--- src/rtl/noc_flit_packetizer.sv ---
// Local-side NoC transmit stage: turns a packet request plus payload stream into
// head/body/tail flits and writes them into the async FIFO write port.
module noc_flit_packetizer #(
  parameter int DATA_WIDTH = 32,
  parameter int LEN_WIDTH  = 4,
  parameter int SRC_X      = 0,
  parameter int SRC_Y      = 0
) (
  input  logic                  wr_clk,
  input  logic                  wr_rst,
  input  logic                  pkt_valid,
  output logic                  pkt_ready,
  input  logic [1:0]            pkt_dst_x,
  input  logic                  pkt_dst_y,
  input  logic [LEN_WIDTH-1:0]  pkt_len,
  input  logic                  pl_valid,
  output logic                  pl_ready,
  input  logic [DATA_WIDTH-3:0] pl_data,
  input  logic                  fifo_full,
  input  logic                  fifo_almost_full,
  output logic                  fifo_wr_en,
  output logic [DATA_WIDTH-1:0] fifo_wr_data,
  output logic                  busy,
  output logic [15:0]           pkt_sent_cnt
);

  // state | meaning
  // IDLE  | waiting for a packet request (pkt_ready high)
  // HEAD  | head flit pending; waits while the FIFO is full or almost full
  // BODY  | forwarding payload words; last one goes out as the tail
  typedef enum logic [1:0] {IDLE, HEAD, BODY} state_t;

  localparam int          PAD_W    = DATA_WIDTH - 16 - LEN_WIDTH;
  localparam logic [1:0]  SRC_X_L  = 2'(SRC_X);
  localparam logic        SRC_Y_L  = 1'(SRC_Y);

  state_t               state;
  logic [1:0]           dst_x;
  logic                 dst_y;
  logic [LEN_WIDTH-1:0] len;
  logic [LEN_WIDTH-1:0] cnt;
  logic [7:0]           seq;
  logic [DATA_WIDTH-1:0] head_flit;
  logic                 last_word;

  assign last_word = (cnt == LEN_WIDTH'(1));
  assign head_flit = {(len == '0) ? 2'b11 : 2'b01, dst_x, dst_y, SRC_X_L, SRC_Y_L,
                      len, seq, {PAD_W{1'b0}}};
  assign pkt_ready = (state == IDLE);
  assign busy      = (state != IDLE);

  always_comb begin
    fifo_wr_en   = 1'b0;
    pl_ready     = 1'b0;
    fifo_wr_data = '0;
    case (state)
      HEAD: begin
        // almost_full only gates the start of a packet; a started one drains
        fifo_wr_en   = !fifo_full && !fifo_almost_full;
        fifo_wr_data = head_flit;
      end
      BODY: begin
        pl_ready     = !fifo_full;
        fifo_wr_en   = pl_valid && !fifo_full;
        fifo_wr_data = {last_word ? 2'b10 : 2'b00, pl_data};
      end
      default: ;
    endcase
  end

  always_ff @(posedge wr_clk or negedge wr_rst) begin
    if (!wr_rst) begin
      state        <= IDLE;
      dst_x        <= '0;
      dst_y        <= 1'b0;
      len          <= '0;
      cnt          <= '0;
      seq          <= '0;
      pkt_sent_cnt <= '0;
    end else begin
      case (state)
        IDLE: begin
          if (pkt_valid) begin
            dst_x <= pkt_dst_x;
            dst_y <= pkt_dst_y;
            len   <= pkt_len;
            cnt   <= pkt_len;
            state <= HEAD;
          end
        end
        HEAD: begin
          if (fifo_wr_en) begin
            if (len == '0) begin
              seq          <= seq + 8'd1;
              pkt_sent_cnt <= pkt_sent_cnt + 16'd1;
              state        <= IDLE;
            end else begin
              state <= BODY;
            end
          end
        end
        BODY: begin
          if (fifo_wr_en) begin
            cnt <= cnt - LEN_WIDTH'(1);
            if (last_word) begin
              seq          <= seq + 8'd1;
              pkt_sent_cnt <= pkt_sent_cnt + 16'd1;
              state        <= IDLE;
            end
          end
        end
        default: state <= IDLE;
      endcase
    end
  end

endmodule
--- config.mk ---
export PLATFORM = sky130hd
export DESIGN_NAME = noc_flit_packetizer
export DESIGN_NICKNAME = d
export VERILOG_FILES = /design/src/rtl/noc_flit_packetizer.sv
export SDC_FILE = /design/constraint.sdc
export NUM_CORES = 1
export LEC_CHECK = 0
export CORE_ASPECT_RATIO = 1.75
export CORE_MARGIN = 3
export CORE_UTILIZATION = 46
export DETAILED_ROUTE_END_ITERATION = 7
export MAX_ROUTING_LAYER = met4
export PLACE_DENSITY = 0.89
export SYNTH_ARGS = -nofsm -noshare
export SYNTH_HDL_FRONTEND = slang
export SYNTH_SLANG_ARGS = --single-unit
--- constraint.sdc ---
create_clock -name wr_clk -period 3.7 [get_ports wr_clk]
set_input_delay 0.37 -clock wr_clk [delete_from_list [all_inputs] [get_ports wr_clk]]
set_output_delay 0.37 -clock wr_clk [all_outputs]
set_load 0.03 [all_outputs]
# Yosys cells after proc, flatten, opt, wreduce, memory -nomap -nowiden
# Cells that the tools add are included.
[word_totals]
ff_bits = 37
wordCells = 55
[classes]
addsub = 3
n_eq_ne = 8
muxes = 24
n_reduce_logical = 13
[op_table]
columns = ["op", "count"]
rows = [
  ["two-way mux 16 bit", 4],
  ["case mux 32 bit (2 select lines)", 1],
  ["two-way mux 8 bit", 4],
  ["case mux 16 bit (2 select lines)", 1],
  ["adder 16 x 1 -> 16 bit (second input constant)", 1],
  ["case mux 8 bit (2 select lines)", 1],
  ["two-way mux 2 bit", 7],
  ["!= test 2 bit (second input constant)", 5],
  ["adder 8 x 1 -> 8 bit (second input constant)", 1],
  ["two-way mux 4 bit", 2],
  ["case mux 4 bit (2 select lines)", 1],
  ["case mux 2 bit (3 select lines)", 1],
  ["nonzero test 2 bit", 3],
  ["AND reduction 5 bit", 1],
  ["equality test 4 x 1 -> 1 bit (second input constant)", 1],
  ["zero test 4 bit", 1],
  ["AND reduction 4 bit", 1],
  ["subtractor 4 x 1 -> 4 bit (second input constant)", 1],
  ["AND reduction 3 bit", 1],
  ["equality test 2 x 1 -> 1 bit (second input constant)", 1],
  ["equality test 2 bit (second input constant)", 1],
  ["logical AND 1 bit", 2],
  ["zero test 1 bit", 2],
  ["zero test 2 bit", 1],
  ["3 further kinds", 3],
]

# Depth between registers and ports, before layout
# Gate-level depths: netlist of run 1.
[logic_depth]
word_depth = 5
depth_mapped = 8
depth_no_buf = 7

# Worst setup path before layout of run 1
# OpenSTA, ideal clock, no wires.
[synth_timing]
path_type = "reg-to-output"
from = "register state[1]"
to = "output port fifo_wr_data[12]"
arrival_ps = 2034
t_required_ps = 3330
slack_ps = 1296
path_stages_with_launch = 7
n_path_buf = 2
cell_sequence = "dfrtp_1 -> inv_1 -> ha_1 -> clkbuf_1 -> buf_1 -> a22oi_1 -> nor2b_1"
[synth_via]
elab_chain_cells = 2
[synth_rtl]
columns = ["item", "line", "source"]
rows = [
  ["start, declared", "37", "state_t state;"],
  ["start signal, assigned", "73", "state <= IDLE;"],
  ["start signal, assigned", "88", "state <= HEAD;"],
  ["start signal, assigned", "96", "state <= IDLE;"],
  ["equality test 2 bit / equality test 2 x 1 -> 1 bit (equally long branches)", "56", "case (state)"],
  ["case mux 32 bit (2 select lines) (*)", "56", ""],
  ["end, declared", "22", "output logic [DATA_WIDTH-1:0] fifo_wr_data,"],
]
# Every way passes the cells marked *; elsewhere a longest branch is shown, timed or not.

# Worst setup path in the final report of run 1
[layout_timing]
from = "register state[0]"
to = "output port fifo_wr_en"
[layout_via]
elab_chain_cells = 2
[layout_rtl]
columns = ["item", "line", "source"]
rows = [
  ["equality test 2 bit / equality test 2 x 1 -> 1 bit (equally long branches)", "56", ""],
  ["case mux 1 bit (2 select lines) (*)", "56", ""],
  ["end, declared", "21", "output logic fifo_wr_en,"],
]
# Marks and branches as above.

==> parameters.txt, run 1 <==
Parameter                              Value

Logic synthesis
  Share of the synthesized area in the top cell type    42.3%
  Largest cells by area after synthesis    sky130_fd_sc_hd__dfrtp_1 42%, sky130_fd_sc_hd__xnor2_1 8.0%, sky130_fd_sc_hd__nor2b_1 6.0%
  Yosys warnings    0
  Primary FF master, synth    sky130_fd_sc_hd__dfrtp_1
  Portion of the post-synthesis area used by sequential elements    a little over two fifths
  Count of state elements after synthesis    37
  Number of synthesized flops with an enable pin    0
  Most frequently used cell type in the post-synthesis netlist    sky130_fd_sc_hd__dfrtp_1
  Fraction of synthesis flops using an asynchronous set or reset pin    100%
  Net Count, Synth    271
  Synthesized area per cell    9.99 µm²
  Count of unique library cells instantiated by Yosys    35
  Gate Count Post-Synth    219
  Post-Synthesis Cell Area    0.00219 mm²
  Cell accounting for the most synthesized area    sky130_fd_sc_hd__dfrtp_1
  Post-synth top cells    37 x sky130_fd_sc_hd__dfrtp_1, 21 x sky130_fd_sc_hd__nor2b_1, 20 x sky130_fd_sc_hd__and2_1, 20 x sky130_fd_sc_hd__xnor2_1, 16 x sky130_fd_sc_hd__a22oi_1

Setup path
  Data arrival time of the critical path    roughly 2.6 ns
  Critical Path Start Type    flop
  Sort of element at the end of the critical path    output port
  Bufs and invs on worst path    3
  Largest stage delay on the critical path    about 0.67 ns
  Worst Setup Path Type    reg -> out
  Top Family by Delay on Critical Path    buffers and inverters
  Critical Path Most Common Cell    sky130_fd_sc_hd__inv_1
  Required time of the worst setup path    about 3.3 ns
  Largest driver fanout on the critical path    23
  Ordered list of cells on the worst path    inv_1, ha_1, and2_1, o21ai_0, inv_1, clkdlybuf4s50_1
  Crit path depth    6
  Length in cells of the worst reg-to-reg path    6
  Highest-delay cell along the critical path    sky130_fd_sc_hd__ha_1

Layout
  Fraction of final layout cells with drive strength greater than 1    5.14%
  Flip-flop and latch area    926 µm²
  Number of non-filler instances in the completed layout    362
  Area used by multi-input combinational logic    0.00118 mm²
  Filler cells    349
  Ant. Diodes    0
  Area growth from synthesis to layout    47.6%
  Post-layout nets    363

Floorplanning
  Standard cell core area    0.00448 mm²
  Effective utilization at floorplan    slightly below 50%
  Die span in y    97.2 µm
  Num ports    95
  Area enclosed by the die boundary    ~0.0057 mm²
  Horiz. Die Dim    around 58 µm
  Std-Cell Rows    32

STA
  Clock tree skew after final layout    approximately 0.0017 ns
  Fraction of the cycle the final worst path needs    81.1%
  Worst slew margin relative to its limit    46.2%
  Final number of setup-violating endpoints    0
  Post-route minimum period    3.00 ns
  Setup total negative slack    0 ns
  RSZ-0062 raised after global routing    no
  Maximum clock rate    333 MHz
  Hold Fails Final Rpt    0
  Final Slew Violations    0
  Worst-margin pin slew    0.808 ns

Clocking
  Number of buffers inserted by hold repair at cts    0
  Clock network latency to the later pin of the worst-skew pair    roughly 0.28 ns
  Clock input transition at the sequential cells of the worst setup and hold paths    0.07 ns
  TritonCTS sink count    37
  Buffer cell driving the clock tree root    sky130_fd_sc_hd__clkbuf_8
  Post-cts gate resize count    0
  CTS H-Tree Depth    2
  Maximum number of buffers from clock root to sink    2
  CTS tree    yes
  Post-CTS Setup Repair Bufs    0
  Number of buffers inserted during clock tree synthesis    5

Global route
  Met3 Resource Use GR    4.52%
  Met1 demand-to-capacity share in global routing    22.6%
  Overall track demand over capacity in global routing    between 20 and 25%
  Wire length of the first global-routing pass    9610 µm
  GRT met2 Usage    40.0%
  Total grt overflow    0
  Grt peak-use layer    met2
  Number of antenna violations at the first check in global routing    0
  Largest net degree at the start of global routing    38
  Via count of the first global-routing pass    slightly above 2000

Pwr
  Static power due to leakage    0.00130 µW
  Flop pwr share    slightly below 30%
  Power Internal    1240 µW
  Net Sw Power    ~1000 µW
  Switching share of power    44.7%
  Clock power frac    12.5%
  Largest voltage drop on the vdd net    approximately 0.63 mV
  PD cells    around 690 mW/mm²
  Logic gate share of total power    58.0%

Route
  Total length of routed wires    5960 µm
  Wirelength per Cell    16.5 µm
  Via count of the routed design    roughly 2000
  Vias per inst    between 5 and 6
  Violation count after the first detailed-routing iteration    46
  First-pass DRT Iterations    4
  Antenna viol nets, final    0
  Number of remaining DRC errors    0

Outcome
  Status    finished, final reports clean

Place
  Final weighted congestion in routability-driven placement    0.743
  Count of buffers from port buffering    94
  Final HPWL from detailed placement    about 4600 µm
  Placed insts    355

Job
  Max-capacitance violation count    0

Min path
  Class of the tightest hold or removal check    in -> async
==> placed cells by master (no fill, tap or decap), types with 7 or more instances in the layout <==
cell type / instances
sky130_fd_sc_hd__o21ai_0: 7
sky130_fd_sc_hd__nand2_1: 8
sky130_fd_sc_hd__inv_1: 7
sky130_fd_sc_hd__and2_1: 20
sky130_fd_sc_hd__clkdlybuf4s50_1: 93
sky130_fd_sc_hd__mux2_2: 7
sky130_fd_sc_hd__nand4_1: 12
sky130_fd_sc_hd__a22oi_1: 16
sky130_fd_sc_hd__xnor2_1: 20
sky130_fd_sc_hd__dfrtp_1: 37
sky130_fd_sc_hd__nor2b_1: 21
sky130_fd_sc_hd__nand3_1: 10
sky130_fd_sc_hd__ha_1: 9
==> layer usage <==
| metal | routed length (µm) | vias up |
|---|---|---|
| li1 | - | 949 |
| met1 | 2160 | 965 |
| met2 | 3230 | 89 |
| met3 | 420 | 13 |
| met4 | 148 | 0 |
| met5 | 0 | - |
==> path summary, 6_finish.rpt <==
| kind | from | to | slack, ns |
|---|---|---|---|
| max | state[0] | fifo_wr_en | 0.70 |
| min | wr_rst | pkt_sent_cnt[6] | 0.17 |
| max reg2reg | state[0] | seq[1] | 0.89 |
| min reg2reg | pkt_sent_cnt[15] | pkt_sent_cnt[15] | 0.49 |
| max in group asynchronous | wr_rst | seq[6] | 3.02 |
| min in group wr_clk | pkt_sent_cnt[15] | pkt_sent_cnt[15] | 0.49 |
==> final cells by class <==
cell class	instances	share of cell area, %
clock buffer	7	2.67
inverter	7	0.814
multi-input combinational	165	36.6
sequential	37	28.7
tap	51	1.98
timing repair buffer	95	29.2
==> per-stage QoR <==
stage | instance area, µm² | total power [µW] | setup slack (ns) | util [%] | hold WS, ns
2_1_floorplan | 2190 | 1500 | 1.30 | - | 0.0744
3_3_place_gp | 3140 | 1930 | 1.02 | 70.1 | 0.469
3_5_place_dp | 3140 | 1970 | 0.942 | 70.1 | 0.468
4_1_cts | 3230 | 2260 | 0.697 | 72.0 | 0.187
5_1_grt | 3230 | 2390 | 0.497 | 72.0 | 0.214
6_report | 3230 | 2240 | 0.700 | 72.0 | 0.173
==> flip-flops by register name, indices dropped and copies added, names as in the netlist <==
| name | cells |
|---|---|
| len | 4 |
| dst_y | 1 |
| state | 2 |
| cnt | 4 |
| seq | 8 |
| dst_x | 2 |
| pkt_sent_cnt | 16 |
==> kinds of logic (layout without fill, tap and decap cells) <==
group | count (synthesis) | in the layout | synth area share, %
simple gates | 90 | 90 | 23.9
compound gates | 34 | 34 | 11.3
buf+inv | 17 | 109 | 3.60
flops | 37 | 37 | 42.3
xor+xnor | 22 | 22 | 8.81
fa+ha+maj | 9 | 9 | 5.15
mux | 10 | 10 | 4.98
==> power groups by stage <==
stage,Sequential [µW],Combinational [µW],Clock [µW]
2_1_floorplan,675,824,0
3_3_place_gp,657,1270,0
3_5_place_dp,665,1310,0
4_1_cts,659,1310,291
5_1_grt,678,1410,303
6_report,662,1300,280
No activity file was read; power rests on OpenSTA's default activity.
==> inputs of run 2 (changes only) <==
CORE_UTILIZATION = 38   (was 46)
PLACE_DENSITY = 0.79   (was 0.89)
clock period = 2.5 ns   (was 3.7 ns; I/O delays follow)
==> run 2 against run 1 <==
Compared with the run above: non-clock buffer count up 8; hold slack got worse by 0.12 ns; design area grew 6.2%; setup slack got worse by 0.55 ns; clock power increased by 93%; cell count increased by 9.4%; core utilization shrank 11 points; highest routed layer unchanged.
==> parameters.txt, run 2 (same netlist as run 1, synthesis figures left out) <==
Parameter                              Value

Outcome
  Status    finished, final reports clean (unchanged)

Route
  Total length of routed wires    6220 µm (was 5960 µm)
  Violation count after the first detailed-routing iteration    73 (was 46)
  First-pass DRT Iterations    4 (unchanged)
  Via count of the routed design    2061 (was 2016)
  Vias per inst    5.20 (was 5.57)
  Wirelength per Cell    15.7 µm (was 16.5 µm)
  Number of remaining DRC errors    0 (unchanged)
  Antenna viol nets, final    0 (unchanged)

Layout
  Fraction of final layout cells with drive strength greater than 1    8.13% (was 5.14%)
  Most frequent standard cell in the layout excluding fill and tap cells    sky130_fd_sc_hd__clkdlybuf4s50_1 (unchanged)
  Largest registers    pkt_sent_cnt x16, seq x8 (unchanged)
  Number of flip-flops under the largest register name    16 (unchanged)
  Ant. Diodes    0 (unchanged)
  Post-layout nets    371 (was 363)
  Register containing the most flip-flops in the final layout    pkt_sent_cnt (unchanged)
  Area growth from synthesis to layout    56.8% (was 47.6%)
  Most frequent cells in the layout    76 x sky130_fd_sc_hd__clkdlybuf4s50_1, 37 x sky130_fd_sc_hd__dfrtp_1, 21 x sky130_fd_sc_hd__nor2b_1 (was 93 x sky130_fd_sc_hd__clkdlybuf4s50_1, 37 x sky130_fd_sc_hd__dfrtp_1, 21 x sky130_fd_sc_hd__nor2b_1)
  Post-route cell area    0.00343 mm² (was 0.00323 mm²)

Floorplanning
  Effective utilization at floorplan    39.2% (was 48.8%)
  Die span in y    106 µm (was 97.2 µm)
  Std-Cell Rows    36 (was 32)
  Num ports    95 (unchanged)
  Horiz. Die Dim    63.4 µm (was 58.1 µm)
  Area enclosed by the die boundary    0.00674 mm² (was 0.00565 mm²)
  Standard cell core area    0.00559 mm² (was 0.00448 mm²)

STA
  Post-route minimum period    2.35 ns
  Setup total negative slack    0 ns (unchanged)
  Final Slew Violations    0 (unchanged)
  Fraction of the cycle the final worst path needs    94.0%
  Hold Fails Final Rpt    0 (unchanged)
  Worst-margin pin slew    0.836 ns (was 0.808 ns)
  Worst slew margin relative to its limit    44.2% (was 46.2%)
  RSZ-0062 raised after global routing    no (unchanged)
  Clock tree skew after final layout    0.0104 ns (was 0.00170 ns)
  Final number of setup-violating endpoints    0 (unchanged)
  Maximum clock rate    approximately 430 MHz

Setup path
  Critical Path Start Type    flop (unchanged)
  Largest driver fanout on the critical path    9 (was 23)
  Highest-delay cell along the critical path    sky130_fd_sc_hd__clkdlybuf4s50_1 (was sky130_fd_sc_hd__ha_1)
  Required time of the worst setup path    2.25 ns (was 3.33 ns)
  Ordered list of cells on the worst path    inv_1, ha_2, buf_4, nor2b_1, clkdlybuf4s50_1 (was inv_1, ha_1, and2_1, o21ai_0, inv_1, clkdlybuf4s50_1)
  Data arrival time of the critical path    2.10 ns (was 2.63 ns)
  Worst Setup Path Type    reg -> out (unchanged)
  Largest stage delay on the critical path    0.68 ns (was 0.67 ns)
  Sort of element at the end of the critical path    output port (unchanged)

Clocking
  Buffer cell driving the clock tree root    sky130_fd_sc_hd__clkbuf_8 (unchanged)
  CTS tree    yes (unchanged)
  TritonCTS sink count    37 (unchanged)
  Clock input transition at the sequential cells of the worst setup and hold paths    0.08 ns (was 0.07 ns)
  Maximum number of buffers from clock root to sink    2 (unchanged)
  Clock network latency to the later pin of the worst-skew pair    0.29 ns (was 0.28 ns)
  Number of buffers inserted during clock tree synthesis    5 (unchanged)
  CTS H-Tree Depth    2 (unchanged)
  Number of buffers inserted by hold repair at cts    0 (unchanged)
  Post-CTS Setup Repair Bufs    0 (unchanged)

Global route
  Via count of the first global-routing pass    2093 (was 2063)
  Largest net degree at the start of global routing    38 (unchanged)
  Number of antenna violations at the first check in global routing    0 (unchanged)
  Total grt overflow    0 (unchanged)
  Overall track demand over capacity in global routing    19.0% (was 22.2%)
  Wire length of the first global-routing pass    10100 µm (was 9610 µm)

Place
  Final weighted congestion in routability-driven placement    0.883 (was 0.743)
  Area of placed instances    0.00327 mm² (was 0.00314 mm²)
  Count of buffers from port buffering    94 (unchanged)
  Final HPWL from detailed placement    4720 µm (was 4610 µm)

Pwr
  Largest voltage drop on the vdd net    0.677 mV (was 0.631 mV)
  PD cells    1030 mW/mm² (was 694 mW/mm²)
  Static power due to leakage    0.00165 µW (was 0.00130 µW)

Min path
  Class of the tightest hold or removal check    in -> async (unchanged)

Job
  Max-capacitance violation count    0 (unchanged)
run 2: cell types whose count changed in the layout (fill, tap and decap cells not counted), sizes merged:
cell	delta
bufinv	+1
clkdlybuf4s50	-17
dlymetal6s2s	+16
buf	+8
dlygate4sd2	+1
run 2: routing by layer:
layer | global-route usage [%] | routed length, µm | vias to the layer above
met5 | - | 0 | -
met4 | 4.33 | 55 | 0
met3 | 5.07 | 494 | 6
met2 | 35.3 | 3370 | 93
met1 | 19.6 | 2290 | 998
li1 | - | - | 964
run 2: stage by stage:
step	hold WS [ns]	util, %	setup WS [ns]	instances	power [µW]
2_1_floorplan	-0.0456	-	0.216	219	2220
3_3_place_gp	0.383	58.6	0.313	388	2980
3_5_place_dp	0.395	58.6	0.262	388	3030
4_1_cts	0.0821	60.7	0.0223	396	3580
5_1_grt	0.113	61.4	0.0273	396	3760
6_report	0.0570	61.4	0.150	396	3540
run 2: layout make-up:
class,count,area (µm²)
repair buffers,103,1080
fillers,495,2160
clock inverters,1,30.0
clock buffers,7,86.3
inverters,7,26.3
well taps,76,95.1
multi-input cells,165,1180
flip-flops and latches,37,926
run 2: worst max-delay path, delay by kind of cell (launching register included):
family / cells / cell delay, ns
buffers and inverters: 3 / 1.00
flip-flops: 1 / 0.38
adder cells (fa/ha/maj): 1 / 0.32
AND/OR/NAND/NOR: 1 / 0.13
run 2: power breakdown:
group	internal [µW]	switching [µW]	leakage [µW]	total (µW)
Combinational	922	1100	0.00111	2020
Sequential	779	205	0.000476	984
Clock	325	213	0.0000585	539
Total	2030	1510	0.00165	3540
run 2: worst paths after layout:
kind	startpoint	endpoint	slack, ns	depth (start not counted)
setup / recovery	state[0]	pl_ready	0.15	5
min in group wr_clk	pkt_sent_cnt[15]	pkt_sent_cnt[15]	0.48	1
setup reg to reg	state[1]	pkt_sent_cnt[1]	0.26	7
max in group asynchronous	wr_rst	seq[3]	1.91	1
hold / removal	wr_rst	len[0]	0.06	1
hold reg to reg	pkt_sent_cnt[15]	pkt_sent_cnt[15]	0.48	1
run 2: what timing repair did:
item,CTS,global route
pin swaps,0,0
resized for setup,2,16
setup endpoints to repair,10,16
==> inputs of run 3 (changes only) <==
SETUP_SLACK_MARGIN = 0.2   (was not set)
==> run 3 against run 2 <==
Compared with the run above: clock skew fell by 0.0014 ns; maximum frequency up 3.8%; power rose by 2.3%; sequential share of layout area decreased by 0.19 points; die area did not move; via count increased by 1.2%; critical path depth rose by 3.
==> parameters.txt, run 3 (same netlist as run 1, synthesis figures left out) <==
Parameter                              Value

STA
  Hold Fails Final Rpt    0 (unchanged)
  Maximum clock rate    442 MHz (was 426 MHz)
  Clock tree skew after final layout    0.00901 ns (was 0.0104 ns)
  RSZ-0062 raised after global routing    yes (was no)
  Final Slew Violations    0 (unchanged)
  Setup total negative slack    0 ns (unchanged)
  Final number of setup-violating endpoints    0 (unchanged)
  Worst-margin pin slew    0.826 ns (was 0.836 ns)
  Worst slew margin relative to its limit    44.9% (was 44.2%)
  Fraction of the cycle the final worst path needs    90.6% (was 94.0%)
  Post-route minimum period    2.26 ns (was 2.35 ns)

Clocking
  CTS H-Tree Depth    2 (unchanged)
  Clock input transition at the sequential cells of the worst setup and hold paths    0.08 ns (about the same)
  Clock network latency to the later pin of the worst-skew pair    0.29 ns (about the same)
  Buffer cell driving the clock tree root    sky130_fd_sc_hd__clkbuf_8 (unchanged)
  CTS tree    yes (unchanged)
  TritonCTS sink count    37 (unchanged)
  Number of buffers inserted during clock tree synthesis    5 (unchanged)
  Maximum number of buffers from clock root to sink    2 (unchanged)

Layout
  Post-layout nets    376 (was 371)
  Ant. Diodes    0 (unchanged)
  Most frequent standard cell in the layout excluding fill and tap cells    sky130_fd_sc_hd__clkdlybuf4s50_1 (unchanged)
  Fraction of final layout cells with drive strength greater than 1    11.1% (was 8.13%)
  Core Util, Final    61.8% (was 61.4%)
  Area used by multi-input combinational logic    0.00122 mm² (was 0.00118 mm²)
  Post-route cell area    0.00345 mm² (was 0.00343 mm²)
  Number of flip-flops under the largest register name    16 (unchanged)
  Most frequent cells in the layout    60 x sky130_fd_sc_hd__clkdlybuf4s50_1, 37 x sky130_fd_sc_hd__dfrtp_1, 32 x sky130_fd_sc_hd__dlygate4sd2_1 (was 76 x sky130_fd_sc_hd__clkdlybuf4s50_1, 37 x sky130_fd_sc_hd__dfrtp_1, 21 x sky130_fd_sc_hd__nor2b_1)
  Area growth from synthesis to layout    57.8% (was 56.8%)
  Largest registers    pkt_sent_cnt x16, seq x8 (unchanged)
  Filler cells    516 (was 495)
  Register containing the most flip-flops in the final layout    pkt_sent_cnt (unchanged)
  Flip-flop and latch area    926 µm² (unchanged)

Min path
  Class of the tightest hold or removal check    in -> async (unchanged)

Route
  Violation count after the first detailed-routing iteration    71 (was 73)
  Number of remaining DRC errors    0 (unchanged)
  Antenna viol nets, final    0 (unchanged)
  Via count of the routed design    2086 (was 2061)
  Wirelength per Cell    15.6 µm (was 15.7 µm)
  Total length of routed wires    6260 µm (was 6220 µm)
  Vias per inst    5.20 (about the same)
  First-pass DRT Iterations    4 (unchanged)

Global route
  Total grt overflow    0 (unchanged)
  Overall track demand over capacity in global routing    19.1% (was 19.0%)
  Via count of the first global-routing pass    2096 (was 2093)
  Wire length of the first global-routing pass    10100 µm (about the same)
  Largest net degree at the start of global routing    38 (unchanged)
  Number of antenna violations at the first check in global routing    0 (unchanged)

Floorplanning
  Die span in y    106 µm (unchanged)
  Std-Cell Rows    36 (unchanged)
  Area enclosed by the die boundary    0.00674 mm² (unchanged)
  Num ports    95 (unchanged)
  Effective utilization at floorplan    39.2% (unchanged)
  Horiz. Die Dim    63.4 µm (unchanged)
  Standard cell core area    0.00559 mm² (unchanged)

Pwr
  Flop pwr share    27.3% (was 27.8%)
  Static power due to leakage    0.00155 µW (was 0.00165 µW)
  Logic gate share of total power    58.0% (was 57.0%)
  Net Sw Power    1550 µW (was 1510 µW)
  Clock power frac    14.7% (was 15.2%)
  Power Internal    2070 µW (was 2030 µW)
  PD cells    1050 mW/mm² (was 1030 mW/mm²)
  Switching share of power    42.9% (was 42.8%)
  Largest voltage drop on the vdd net    0.729 mV (was 0.677 mV)

Setup path
  Sort of element at the end of the critical path    flop (was output port)
  Data arrival time of the critical path    2.44 ns (was 2.10 ns)
  Setup slack of the most critical reg-to-reg path    0.24 ns (was 0.26 ns)
  Largest driver fanout on the critical path    12 (was 9)
  Worst Setup Path Type    reg -> reg (was reg -> out)
  Required time of the worst setup path    2.68 ns (was 2.25 ns)
  Critical Path Start Type    flop (unchanged)

Outcome
  Status    finished, final reports clean (unchanged)

Place
  Final HPWL from detailed placement    4720 µm (unchanged)
  Count of buffers from port buffering    94 (unchanged)
  Final weighted congestion in routability-driven placement    0.883 (unchanged)
  Area of placed instances    0.00327 mm² (unchanged)

Job
  Max-capacitance violation count    0 (unchanged)
[run 3: what timing repair did]
action,4_1_cts,5_1_grt
buffers inserted,0,3
gates cloned,0,2
resized for setup,34,9
pin swaps,0,4
setup endpoints to repair,33,24
hold buffers,0,0
[run 3: worst max-delay path, stage by stage (launching register included)]
cell	delay, ns
sky130_fd_sc_hd__dfrtp_1	0.41
sky130_fd_sc_hd__buf_6	0.13
sky130_fd_sc_hd__ha_1	0.18
sky130_fd_sc_hd__or3b_1	0.37
sky130_fd_sc_hd__o32a_1	0.34
sky130_fd_sc_hd__a21oi_4	0.26
sky130_fd_sc_hd__clkbuf_16	0.22
sky130_fd_sc_hd__nand4_1	0.11
sky130_fd_sc_hd__xnor2_1	0.14
[run 3: metrics by stage]
step	setup WS, ns	instances	power (µW)	hold WS (ns)
after floorplan	0.216	219	2220	-0.0456
after global placement	0.313	388	2980	0.383
after detailed placement	0.262	388	3030	0.395
after CTS	0.210	396	3490	0.0821
after global routing	0.155	401	3850	0.112
final	0.235	401	3620	0.0571
[run 3: per-layer routing]
metal / part of all wire, % / track usage, % / vias up
li1: - / - / 976
met4: 0.88 / 4.33 / 0
met2: 55 / 35.3 / 82
met3: 7.6 / 5.18 / 6
met1: 36 / 19.7 / 1022
met5: 0 / - / -
[run 3: power groups by stage]
stage	clock network (µW)	registers, µW	logic, µW
after floorplan	0	998	1220
after global placement	0	984	1990
after detailed placement	0	995	2040
after CTS	550	983	1960
after global routing	568	1020	2260
final	534	988	2100
[run 3: path summary, 6_finish.rpt]
check,start,to,cells past startpoint
min reg2reg,pkt_sent_cnt[15],pkt_sent_cnt[15],1
max reg2reg,state[1],pkt_sent_cnt[7],8
max in group asynchronous,wr_rst,seq[6],1
min,wr_rst,len[1],1
min in group wr_clk,pkt_sent_cnt[15],pkt_sent_cnt[15],1
max,state[1],pkt_sent_cnt[7],8
[run 3: layout make-up]
type	count	area share, %
Multi-Input combinational cell	165	35.2
Timing Repair Buffer	108	31.1
Sequential cell	37	26.8
Tap cell	76	2.75
Clock buffer	7	2.50
Clock inverter	1	0.870
Inverter	7	0.761
